## src/rtl/cp0_timer_int_if.sv

```systemverilog
// Pipeline-side bundle for the coprocessor 0 block: MTC0/MFC0 access,
// WB exception/eret requests, hardware interrupt lines and the status/redirect outputs.
interface cp0_timer_int_if #(parameter int NUM_HW_INT = 6);
  logic                  cp0_we;
  logic [4:0]            cp0_addr;
  logic [31:0]           cp0_wdata;
  logic [31:0]           cp0_rdata;
  logic                  ex_in;
  logic [4:0]            ex_code_in;
  logic [31:0]           ex_pc_in;
  logic                  ex_bd_in;
  logic [31:0]           ex_badvaddr_in;
  logic                  eret_in;
  logic [NUM_HW_INT-1:0] hw_int_in;
  logic                  int_req;
  logic                  timer_int;
  logic                  flush;
  logic [31:0]           redirect_pc;
  logic                  hlt;
  logic                  ie;
  logic                  exl;
  logic [7:0]            int_mask;

  modport master (
    output cp0_we, cp0_addr, cp0_wdata, ex_in, ex_code_in, ex_pc_in, ex_bd_in,
           ex_badvaddr_in, eret_in, hw_int_in,
    input  cp0_rdata, int_req, timer_int, flush, redirect_pc, hlt, ie, exl, int_mask
  );

  modport slave (
    input  cp0_we, cp0_addr, cp0_wdata, ex_in, ex_code_in, ex_pc_in, ex_bd_in,
           ex_badvaddr_in, eret_in, hw_int_in,
    output cp0_rdata, int_req, timer_int, flush, redirect_pc, hlt, ie, exl, int_mask
  );
endinterface

```

## src/rtl/cp0_timer_int.sv

```systemverilog
// Coprocessor 0 for the pipelined MIPS core: STATUS/CAUSE/EPC/BadVAddr, COUNT/COMPARE
// timer interrupt, masked interrupt request, flush/redirect and a RUN/HALT state machine.
module cp0_timer_int #(
  parameter int          NUM_HW_INT  = 6,
  parameter bit          TIMER_EN    = 1'b1,
  parameter logic [31:0] EX_ENTRY_PC = 32'h0040_0008,
  parameter logic [31:0] HLT_PC      = 32'h0040_0008
) (
  input logic            clk,
  input logic            rst,
  cp0_timer_int_if.slave bus
);
  localparam logic [4:0] A_BADV = 5'd8, A_COUNT = 5'd9, A_COMPARE = 5'd11,
                         A_STATUS = 5'd12, A_CAUSE = 5'd13, A_EPC = 5'd14;
  localparam logic [4:0] EXC_HLT = 5'd1, EXC_RESUME = 5'd2, EXC_ADEL = 5'd4, EXC_ADES = 5'd5;

  typedef enum logic {RUN, HALT} state_t;

  state_t      state;
  logic        hlt_q;
  logic [7:0]  im;
  logic        exl_q, ie_q, ti, bd, toggle;
  logic [5:0]  ip_hw;
  logic [1:0]  ip_sw;
  logic [4:0]  exc_code;
  logic [31:0] epc, badvaddr, count, compare;
  logic [5:0]  hw_ext;
  logic [7:0]  ip;
  logic        wr_badv, wr_count, wr_compare, wr_status, wr_cause, wr_epc, addr_fault;

  always_comb begin
    hw_ext = '0;
    hw_ext[NUM_HW_INT-1:0] = bus.hw_int_in;
  end

  assign wr_badv    = bus.cp0_we && (bus.cp0_addr == A_BADV);
  assign wr_count   = bus.cp0_we && (bus.cp0_addr == A_COUNT);
  assign wr_compare = bus.cp0_we && (bus.cp0_addr == A_COMPARE);
  assign wr_status  = bus.cp0_we && (bus.cp0_addr == A_STATUS);
  assign wr_cause   = bus.cp0_we && (bus.cp0_addr == A_CAUSE);
  assign wr_epc     = bus.cp0_we && (bus.cp0_addr == A_EPC);
  assign addr_fault = bus.ex_in && (bus.ex_code_in == EXC_ADEL || bus.ex_code_in == EXC_ADES);

  // TI is folded into IP7 on read so the timer bit tracks TI without an extra cycle
  assign ip = {ip_hw[5] | (TIMER_EN & ti), ip_hw[4:0], ip_sw};

  always_ff @(posedge clk) begin
    if (rst) begin
      im       <= 8'hFF;
      exl_q    <= 1'b0;
      ie_q     <= 1'b0;
      ip_hw    <= '0;
      ip_sw    <= '0;
      bd       <= 1'b0;
      exc_code <= '0;
      epc      <= EX_ENTRY_PC;
      badvaddr <= '0;
    end else begin
      ip_hw <= hw_ext;
      if (wr_cause) ip_sw <= bus.cp0_wdata[9:8];
      if (wr_status) begin
        im   <= bus.cp0_wdata[15:8];
        ie_q <= bus.cp0_wdata[0];
      end
      // exception beats eret beats MTC0 for EXL/EPC; other MTC0 fields still land
      if (bus.ex_in) begin
        exl_q    <= 1'b1;
        bd       <= bus.ex_bd_in;
        exc_code <= bus.ex_code_in;
        if (bus.ex_code_in != EXC_RESUME)
          epc <= bus.ex_bd_in ? bus.ex_pc_in - 32'd4 : bus.ex_pc_in;
      end else if (bus.eret_in) begin
        exl_q <= 1'b0;
      end else begin
        if (wr_status) exl_q <= bus.cp0_wdata[1];
        if (wr_epc)    epc   <= bus.cp0_wdata;
      end
      if (addr_fault)   badvaddr <= bus.ex_badvaddr_in;
      else if (wr_badv) badvaddr <= bus.cp0_wdata;
    end
  end

  always_ff @(posedge clk) begin
    if (rst) begin
      count   <= '0;
      compare <= '0;
      toggle  <= 1'b0;
      ti      <= 1'b0;
    end else if (TIMER_EN) begin
      if (wr_count) begin
        count  <= bus.cp0_wdata;
        toggle <= 1'b0;
      end else begin
        toggle <= ~toggle;
        if (toggle) count <= count + 32'd1;
      end
      if (wr_compare) begin
        compare <= bus.cp0_wdata;
        ti      <= 1'b0;
      end else if (count == compare && compare != '0) begin
        ti <= 1'b1;
      end
    end
  end

  always_ff @(posedge clk) begin
    if (rst) begin
      state <= RUN;
      hlt_q <= 1'b0;
    end else begin
      case (state)
        RUN:
          if (bus.ex_in && bus.ex_code_in == EXC_HLT) begin
            state <= HALT;
            hlt_q <= 1'b1;
          end
        HALT:
          if (bus.ex_in && bus.ex_code_in == EXC_RESUME) begin
            state <= RUN;
            hlt_q <= 1'b0;
          end
        default: begin
          state <= RUN;
          hlt_q <= 1'b0;
        end
      endcase
    end
  end

  always_comb begin
    bus.cp0_rdata = '0;
    case (bus.cp0_addr)
      A_BADV:    bus.cp0_rdata = badvaddr;
      A_COUNT:   bus.cp0_rdata = TIMER_EN ? count : '0;
      A_COMPARE: bus.cp0_rdata = TIMER_EN ? compare : '0;
      A_STATUS:  bus.cp0_rdata = {16'h0040, im, 6'h0, exl_q, ie_q};
      A_CAUSE:   bus.cp0_rdata = {bd, ti, 14'h0, ip, 1'b0, exc_code, 2'b0};
      A_EPC:     bus.cp0_rdata = epc;
      default:   bus.cp0_rdata = '0;
    endcase
  end

  assign bus.int_req     = ie_q & ~exl_q & ~hlt_q & (|(ip & im));
  assign bus.timer_int   = ti;
  assign bus.flush       = bus.ex_in | bus.eret_in;
  assign bus.redirect_pc = bus.ex_in ? EX_ENTRY_PC : bus.eret_in ? epc : hlt_q ? HLT_PC : epc;
  assign bus.hlt         = hlt_q;
  assign bus.ie          = ie_q;
  assign bus.exl         = exl_q;
  assign bus.int_mask    = im;
endmodule

```

## src/flat_wrapper.sv

```systemverilog
// flat-port wrapper written by rule: the top's interface ports become plain ports
module cp0_timer_int_flat 
#(
  parameter int          NUM_HW_INT  = 6,
  parameter bit          TIMER_EN    = 1'b1,
  parameter logic [31:0] EX_ENTRY_PC = 32'h0040_0008,
  parameter logic [31:0] HLT_PC      = 32'h0040_0008
)
  (clk, rst, bus_cp0_we, bus_cp0_addr, bus_cp0_wdata, bus_ex_in, bus_ex_code_in, bus_ex_pc_in, bus_ex_bd_in, bus_ex_badvaddr_in, bus_eret_in, bus_hw_int_in, bus_cp0_rdata, bus_int_req, bus_timer_int, bus_flush, bus_redirect_pc, bus_hlt, bus_ie, bus_exl, bus_int_mask);
  cp0_timer_int_if #(.NUM_HW_INT(NUM_HW_INT)) bus_i ();
  input logic clk;
  input logic rst;
  input wire logic [$bits(bus_i.cp0_we)-1:0] bus_cp0_we;
  input wire logic [$bits(bus_i.cp0_addr)-1:0] bus_cp0_addr;
  input wire logic [$bits(bus_i.cp0_wdata)-1:0] bus_cp0_wdata;
  input wire logic [$bits(bus_i.ex_in)-1:0] bus_ex_in;
  input wire logic [$bits(bus_i.ex_code_in)-1:0] bus_ex_code_in;
  input wire logic [$bits(bus_i.ex_pc_in)-1:0] bus_ex_pc_in;
  input wire logic [$bits(bus_i.ex_bd_in)-1:0] bus_ex_bd_in;
  input wire logic [$bits(bus_i.ex_badvaddr_in)-1:0] bus_ex_badvaddr_in;
  input wire logic [$bits(bus_i.eret_in)-1:0] bus_eret_in;
  input wire logic [$bits(bus_i.hw_int_in)-1:0] bus_hw_int_in;
  output wire logic [$bits(bus_i.cp0_rdata)-1:0] bus_cp0_rdata;
  output wire logic [$bits(bus_i.int_req)-1:0] bus_int_req;
  output wire logic [$bits(bus_i.timer_int)-1:0] bus_timer_int;
  output wire logic [$bits(bus_i.flush)-1:0] bus_flush;
  output wire logic [$bits(bus_i.redirect_pc)-1:0] bus_redirect_pc;
  output wire logic [$bits(bus_i.hlt)-1:0] bus_hlt;
  output wire logic [$bits(bus_i.ie)-1:0] bus_ie;
  output wire logic [$bits(bus_i.exl)-1:0] bus_exl;
  output wire logic [$bits(bus_i.int_mask)-1:0] bus_int_mask;
  assign bus_i.cp0_we = bus_cp0_we;
  assign bus_i.cp0_addr = bus_cp0_addr;
  assign bus_i.cp0_wdata = bus_cp0_wdata;
  assign bus_i.ex_in = bus_ex_in;
  assign bus_i.ex_code_in = bus_ex_code_in;
  assign bus_i.ex_pc_in = bus_ex_pc_in;
  assign bus_i.ex_bd_in = bus_ex_bd_in;
  assign bus_i.ex_badvaddr_in = bus_ex_badvaddr_in;
  assign bus_i.eret_in = bus_eret_in;
  assign bus_i.hw_int_in = bus_hw_int_in;
  assign bus_cp0_rdata = bus_i.cp0_rdata;
  assign bus_int_req = bus_i.int_req;
  assign bus_timer_int = bus_i.timer_int;
  assign bus_flush = bus_i.flush;
  assign bus_redirect_pc = bus_i.redirect_pc;
  assign bus_hlt = bus_i.hlt;
  assign bus_ie = bus_i.ie;
  assign bus_exl = bus_i.exl;
  assign bus_int_mask = bus_i.int_mask;
  cp0_timer_int #(.NUM_HW_INT(NUM_HW_INT), .TIMER_EN(TIMER_EN), .EX_ENTRY_PC(EX_ENTRY_PC), .HLT_PC(HLT_PC)) u_core (.clk(clk), .rst(rst), .bus(bus_i));
endmodule
```

## config.mk

```make
export PLATFORM = sky130hd
export DESIGN_NAME = cp0_timer_int_flat
export DESIGN_NICKNAME = d
export VERILOG_FILES = /design/src/rtl/cp0_timer_int_if.sv /design/src/rtl/cp0_timer_int.sv /design/src/flat_wrapper.sv
export SDC_FILE = /design/constraint.sdc
export NUM_CORES = 1
export LEC_CHECK = 0
export ABC_AREA = 0
export CELL_PAD_IN_SITES_DETAIL_PLACEMENT = 2
export CELL_PAD_IN_SITES_GLOBAL_PLACEMENT = 2
export CORE_ASPECT_RATIO = 0.75
export CORE_MARGIN = 4
export CORE_UTILIZATION = 30
export CTS_CLUSTER_DIAMETER = 50
export CTS_CLUSTER_SIZE = 30
export DETAILED_ROUTE_END_ITERATION = 10
export PLACE_DENSITY_LB_ADDON = 0.1
export SLEW_MARGIN = 20
export SYNTH_ARGS = -nofsm -noshare
export SYNTH_HDL_FRONTEND = slang
export SYNTH_SLANG_ARGS = --single-unit
```

## constraint.sdc

```tcl
create_clock -name clk -period 2.9 [get_ports clk]
set_clock_uncertainty 0.15 [all_clocks]
set_input_delay 0.29 -clock clk [delete_from_list [all_inputs] [get_ports clk]]
set_output_delay 0.29 -clock clk [all_outputs]
set_load 0.01 [all_outputs]
```

; Yosys cells after proc, flatten, opt, wreduce, memory -nomap -nowiden
; Index checks and enable logic that the tools add are counted.
[totals]
latchBits = 0
input_bits = 118
ramBits = 0
ff_bits = 156
rom_bits = 0
memories = 0
wordCells = 86
[classes]
bitwise_logic = 10
reduce_logical = 21
n_addsub = 2
n_mul = 0
div = 0
n_shift = 0
mux = 22
n_eq_ne = 16
n_lt_le_gt_ge = 0
[op_table]
columns = op, count
row1 = two-way mux 32 bit, 12
row2 = one-hot mux 32 bit (6 select lines), 1
row3 = adder 32 x 1 -> 32 bit (second input constant), 1
row4 = == test 32 bit, 1
row5 = nonzero test 32 bit, 1
row6 = subtractor 32 x 3 -> 32 bit (second input constant), 1
row7 = == test 5 x 4 -> 1 bit (second input constant), 6
row8 = == test 5 x 3 -> 1 bit (second input constant), 2
row9 = logical AND 1 bit, 10
row10 = AND 8 bit, 1
row11 = OR reduction 8 bit, 1
row12 = two-way mux 1 bit, 7
row13 = nonzero test 2 bit, 3
row14 = == test 5 x 1 -> 1 bit (second input constant), 1
row15 = == test 5 x 2 -> 1 bit (second input constant), 1
row16 = inequality test 5 x 2 -> 1 bit (second input constant), 1
row17 = inequality test 2 x 1 -> 1 bit (second input constant), 2
row18 = inequality test 2 bit (second input constant), 2
row19 = NOT 1 bit, 4
row20 = one-hot mux 1 bit (2 select lines), 2
row21 = OR reduction 2 bit, 2
row22 = AND 1 bit, 3
row23 = AND reduction 3 bit, 1
row24 = nonzero test 3 bit, 1
row25 = other kinds (3), 4

; Depth between registers and ports, before layout
[depth]
word_depth = 5
depth_mapped = 8

; Worst setup path after synthesis
; Ideal clock, no wire load.
[synth_timing]
path_type = input to register
start = in bus_ex_pc_in[2]
end = reg u_core.epc[18]
arrival_ns = 2.228
setup_ns = 0.134
setup_slack_ns = 0.388
required_time_ns = 2.616
cell_stages = 8
path_cell_list = inv_1 > ha_1 > or4bb_1 > or4b_1 > buf_2 > o41a_2 > o21ai_1 > a211oi_1
[synth_via]
elab_chain_len = 4
[synth_lines]
columns = element, line
row1 = "start, declared", flat_wrapper.sv:18  ; input wire logic [$bits(bus_i.ex_pc_in)-1:0] bus_ex_pc_in;
row2 = subtractor 32 x 3 -> 32 bit, cp0_timer_int.sv:71  ; epc <= bus.ex_bd_in ? bus.ex_pc_in - 32'd4 : bus.ex_pc_in;
row3 = two-way mux 32 bit, cp0_timer_int.sv:71
row4 = two-way mux 32 bit, cp0_timer_int.sv:70  ; if (bus.ex_code_in != EXC_RESUME)
row5 = two-way mux 32 bit, cp0_timer_int.sv:66  ; if (bus.ex_in) begin
row6 = "end signal, assigned", cp0_timer_int.sv:71
row7 = "end signal, assigned", cp0_timer_int.sv:76  ; if (wr_epc) epc <= bus.cp0_wdata;
row8 = "end, declared", cp0_timer_int.sv:26  ; logic [31:0] epc, badvaddr, count, compare;
; Every way passes these cells. The select of a mux whose other input is x is not followed.
; A chain may end at the register's enable or synchronous reset.

; Worst setup path in the final report
[layout_timing]
start = in bus_cp0_addr[2]
end = out bus_cp0_rdata[11]
[layout_via]
elab_chain_len = 2
elab_cells_between_ends = 7
cone_classes = eq/ne: 6 / mux: 1
[layout_lines]
columns = element, line
row1 = "start, declared", flat_wrapper.sv:14  ; input wire logic [$bits(bus_i.cp0_addr)-1:0] bus_cp0_addr;
row2 = == test 5 x 4 -> 1 bit, cp0_timer_int.sv:132  ; case (bus.cp0_addr)
row3 = one-hot mux 32 bit (6 select lines) (*), cp0_timer_int.sv:132
row4 = "end, declared", flat_wrapper.sv:23  ; output wire logic [$bits(bus_i.cp0_rdata)-1:0] bus_cp0_rdata;
; Every way passes the cells marked *; elsewhere a longest branch is shown, timed or not.

==> impl_metrics.yaml <==
run_status:
  outcome: "finished, final reports clean"
routing:
  via_count: 9564
  firstDrtPassIters: 6
  drc: 0
  ant_nets: 0
  drt_iter0_markers: 812
  routed_wl_um: 44600
  routedWlPerCell_um: 26.4
  drt-vias-per-instance: 5.66
logic_synthesis:
  avgSynthCellArea_um2: 8.23
  seq_area_frac_synth_pct: 35.5
  synth_edf_count: 0
  synthArstFlopShare_pct: 0
  synth_area_um2: 8800
  ys_ff_latch: 156
  synthesis.nets: 1190
  syn_inst: 1070
  synth_cell_types: 64
  ys.flop_type: "dfxtp_1"
  yosys_warnings: 0
critical_path:
  worst_setup_path_start_kind: "input port"
  worstPathArrival_ns: 2.44
  cp.required_ns: 2.46
  cp-end-kind: "primary output"
  path_class: "input port to primary output"
  path_max_fanout: 16
die:
  die_y_um: 156
  die_x_um: 206
  die_area_um2: 32200
  coreArea_um2: 29000
  rows: 54
  ioPinCount: 196
  start_util_pct: 30.4
cells_and_area:
  fin_area_um2: 12400
  final_common_cell: "clkdlybuf4s50_1"
  fin_util_pct: 42.9
  drive_gt1_share_pct: 11.0
  area_growth_pct: 41.2
  num-nets-final: 1405
  mostFrequentLayoutCells: "182 x clkdlybuf4s50_1, 156 x dfxtp_1, 133 x nor2_1, 77 x buf_4, 75 x nand2_1"
placement:
  gp_congestion: 0.844
  place_area_um2: 11700
  dp_slack_ns: -0.163
  dpl.hpwl_um: 33900
  portBuffers: 195
cts:
  hold_buffers: 0
  cts_num_sinks: 156
  clockRootBuffer: "clkbuf_16"
  h-tree-depth: 4
  cts_max_path_buffers: 2
  cts_tree: "done"
  clkLatencyLatePin_ns: 0.43
  numCtsBuffers: 17
  path_clk_slew_ns: 0.06
timing:
  layout_min_cycle_time_ns: 2.88
  setup_viol: 0
  worst_slack_ns: 0.0157
  max_freq_mhz: 347
  hold_viol: 0
  whs_ns: 0.205
  slew_viol_final: 0
  rsz0062_at_grt: "true"
  fin_crit_sh_pct: 99.5
  tightest_slew_ns: 0.750
  relSlewSlack_pct: 50.0
global_routing:
  first_global_vias: 10100
  grt_max_degree: 143
  antenna_found_initial: 1
  grtUsageTotal_pct: 27.0
  grt_overflow_total: 0
  grt_pass1_wl_um: 65400
power_and_ir_drop:
  worst_ir_drop_vdd_mv: 0.418
  power.density_nw_per_um2: 448
  p_leak_nw: 5.26
worst_hold_path:
  hold_path.class: "input port to flop"
job:
  cap_violations: 0
state kept, by name, summed over array words and instances, names as in the netlist:
register,flops
u_core.state,1
u_core.bus.exl,1
u_core.bus.timer_int,1
u_core.exc_code,5
u_core.bus.ie,1
u_core.ip_hw,6
u_core.bus.hlt,1
u_core.bd,1
u_core.toggle,1
u_core.badvaddr,32
u_core.ip_sw,2
u_core.bus.int_mask,8
u_core.compare,32
u_core.epc,32
u_core.count,32
per-layer routing:
| metal | part of all wire, % | up-vias | global-route usage, % |
|---|---|---|---|
| li1 | - | 4354 | - |
| met1 | 49 | 4923 | 40.4 |
| met2 | 44 | 256 | 41.7 |
| met3 | 5.5 | 29 | 4.50 |
| met4 | 1.0 | 2 | 4.24 |
| met5 | 0.027 | - | 0 |
worst paths after layout:
check | from | end | slack [ns] | cells after the start
worst min register to register | u_core.epc[12] | u_core.epc[12] | 0.35 | 2
worst max-delay path | bus_cp0_addr[2] | bus_cp0_rdata[11] | 0.02 | 7
worst min-delay path | rst | u_core.epc[3] | 0.20 | 3
worst max register to register | u_core.count[4] | u_core.count[29] | 0.43 | 5
logic make-up after synthesis:
| group | share of synthesized area, % |
|---|---|
| xor+xnor | 7.86 |
| simple gates | 23.6 |
| buf+inv | 4.58 |
| compound gates | 19.6 |
| flops | 35.5 |
| fa+ha+maj | 0.284 |
| mux | 8.54 |
worst max-delay path, cell delays in order:
cell and delay [ns]:
clkdlybuf4s50_1 0.50, or3b_4 0.43, nor2_4 0.16, bufbuf_16 0.32, a22oi_1 0.09, nand3_1 0.09, clkdlybuf4s50_1 0.56
synthesized netlist by cell type (all sizes together) (4+ instances only):
cell type / n / area [um^2]
or3: 8 / 50.1
o22ai: 8 / 50.1
nor2: 135 / 507
nand3: 50 / 255
mux2i: 74 / 741
nand4: 15 / 93.8
xor2: 56 / 490
clkbuf: 68 / 255
dfxtp: 156 / 3120
a211o: 8 / 70.1
a311oi: 6 / 52.6
a21oi: 29 / 149
nand2b: 4 / 25.0
inv: 15 / 56.3
buf: 20 / 91.3
a211oi: 66 / 495
nand2: 77 / 289
o31ai: 4 / 30.0
or4: 9 / 67.6
nand4b: 4 / 35.0
o211ai: 5 / 37.5
a22oi: 60 / 450
nor4: 25 / 163
a222oi: 11 / 110
and3: 13 / 81.3
and2: 31 / 194
nor3: 26 / 135
o21ai: 16 / 83.8
nor2b: 6 / 37.5
nand3b: 5 / 37.5
xnor2: 23 / 201
metrics by stage:
step	setup TNS, ns	instances	total power [mW]
5_1_grt	-0.0164	1688	5.75
4_1_cts	-0.00639	1684	5.57
3_5_place_dp	-1.36	1653	3.16
6_report	0	1689	5.57
3_3_place_gp	-0.397	1653	3.15
2_1_floorplan	0	1070	2.64
area by class of cell:
cell class	instances	area, um^2
Sequential cell	156	3120
Inverter	15	56.3
Timing Repair Buffer	284	2790
Tap cell	392	490
Clock buffer	20	437
Fill cell	3171	16600
Antenna cell	1	2.50
Clock inverter	10	168
Multi-Input combinational cell	811	5360
power by group:
group / internal (mW) / switching [mW]
Clock: 1.44 / 0.994
Sequential: 2.22 / 0.0973
Combinational: 0.389 / 0.440
repair_timing:
action / CTS / global route
resized for setup: 8 / 13
endpoints found under the setup margin: 32 / 26
buffers inserted: 0 / 3
gates cloned: 1 / 0
pin swaps: 2 / 1
(Power assumes the default switching activity.)
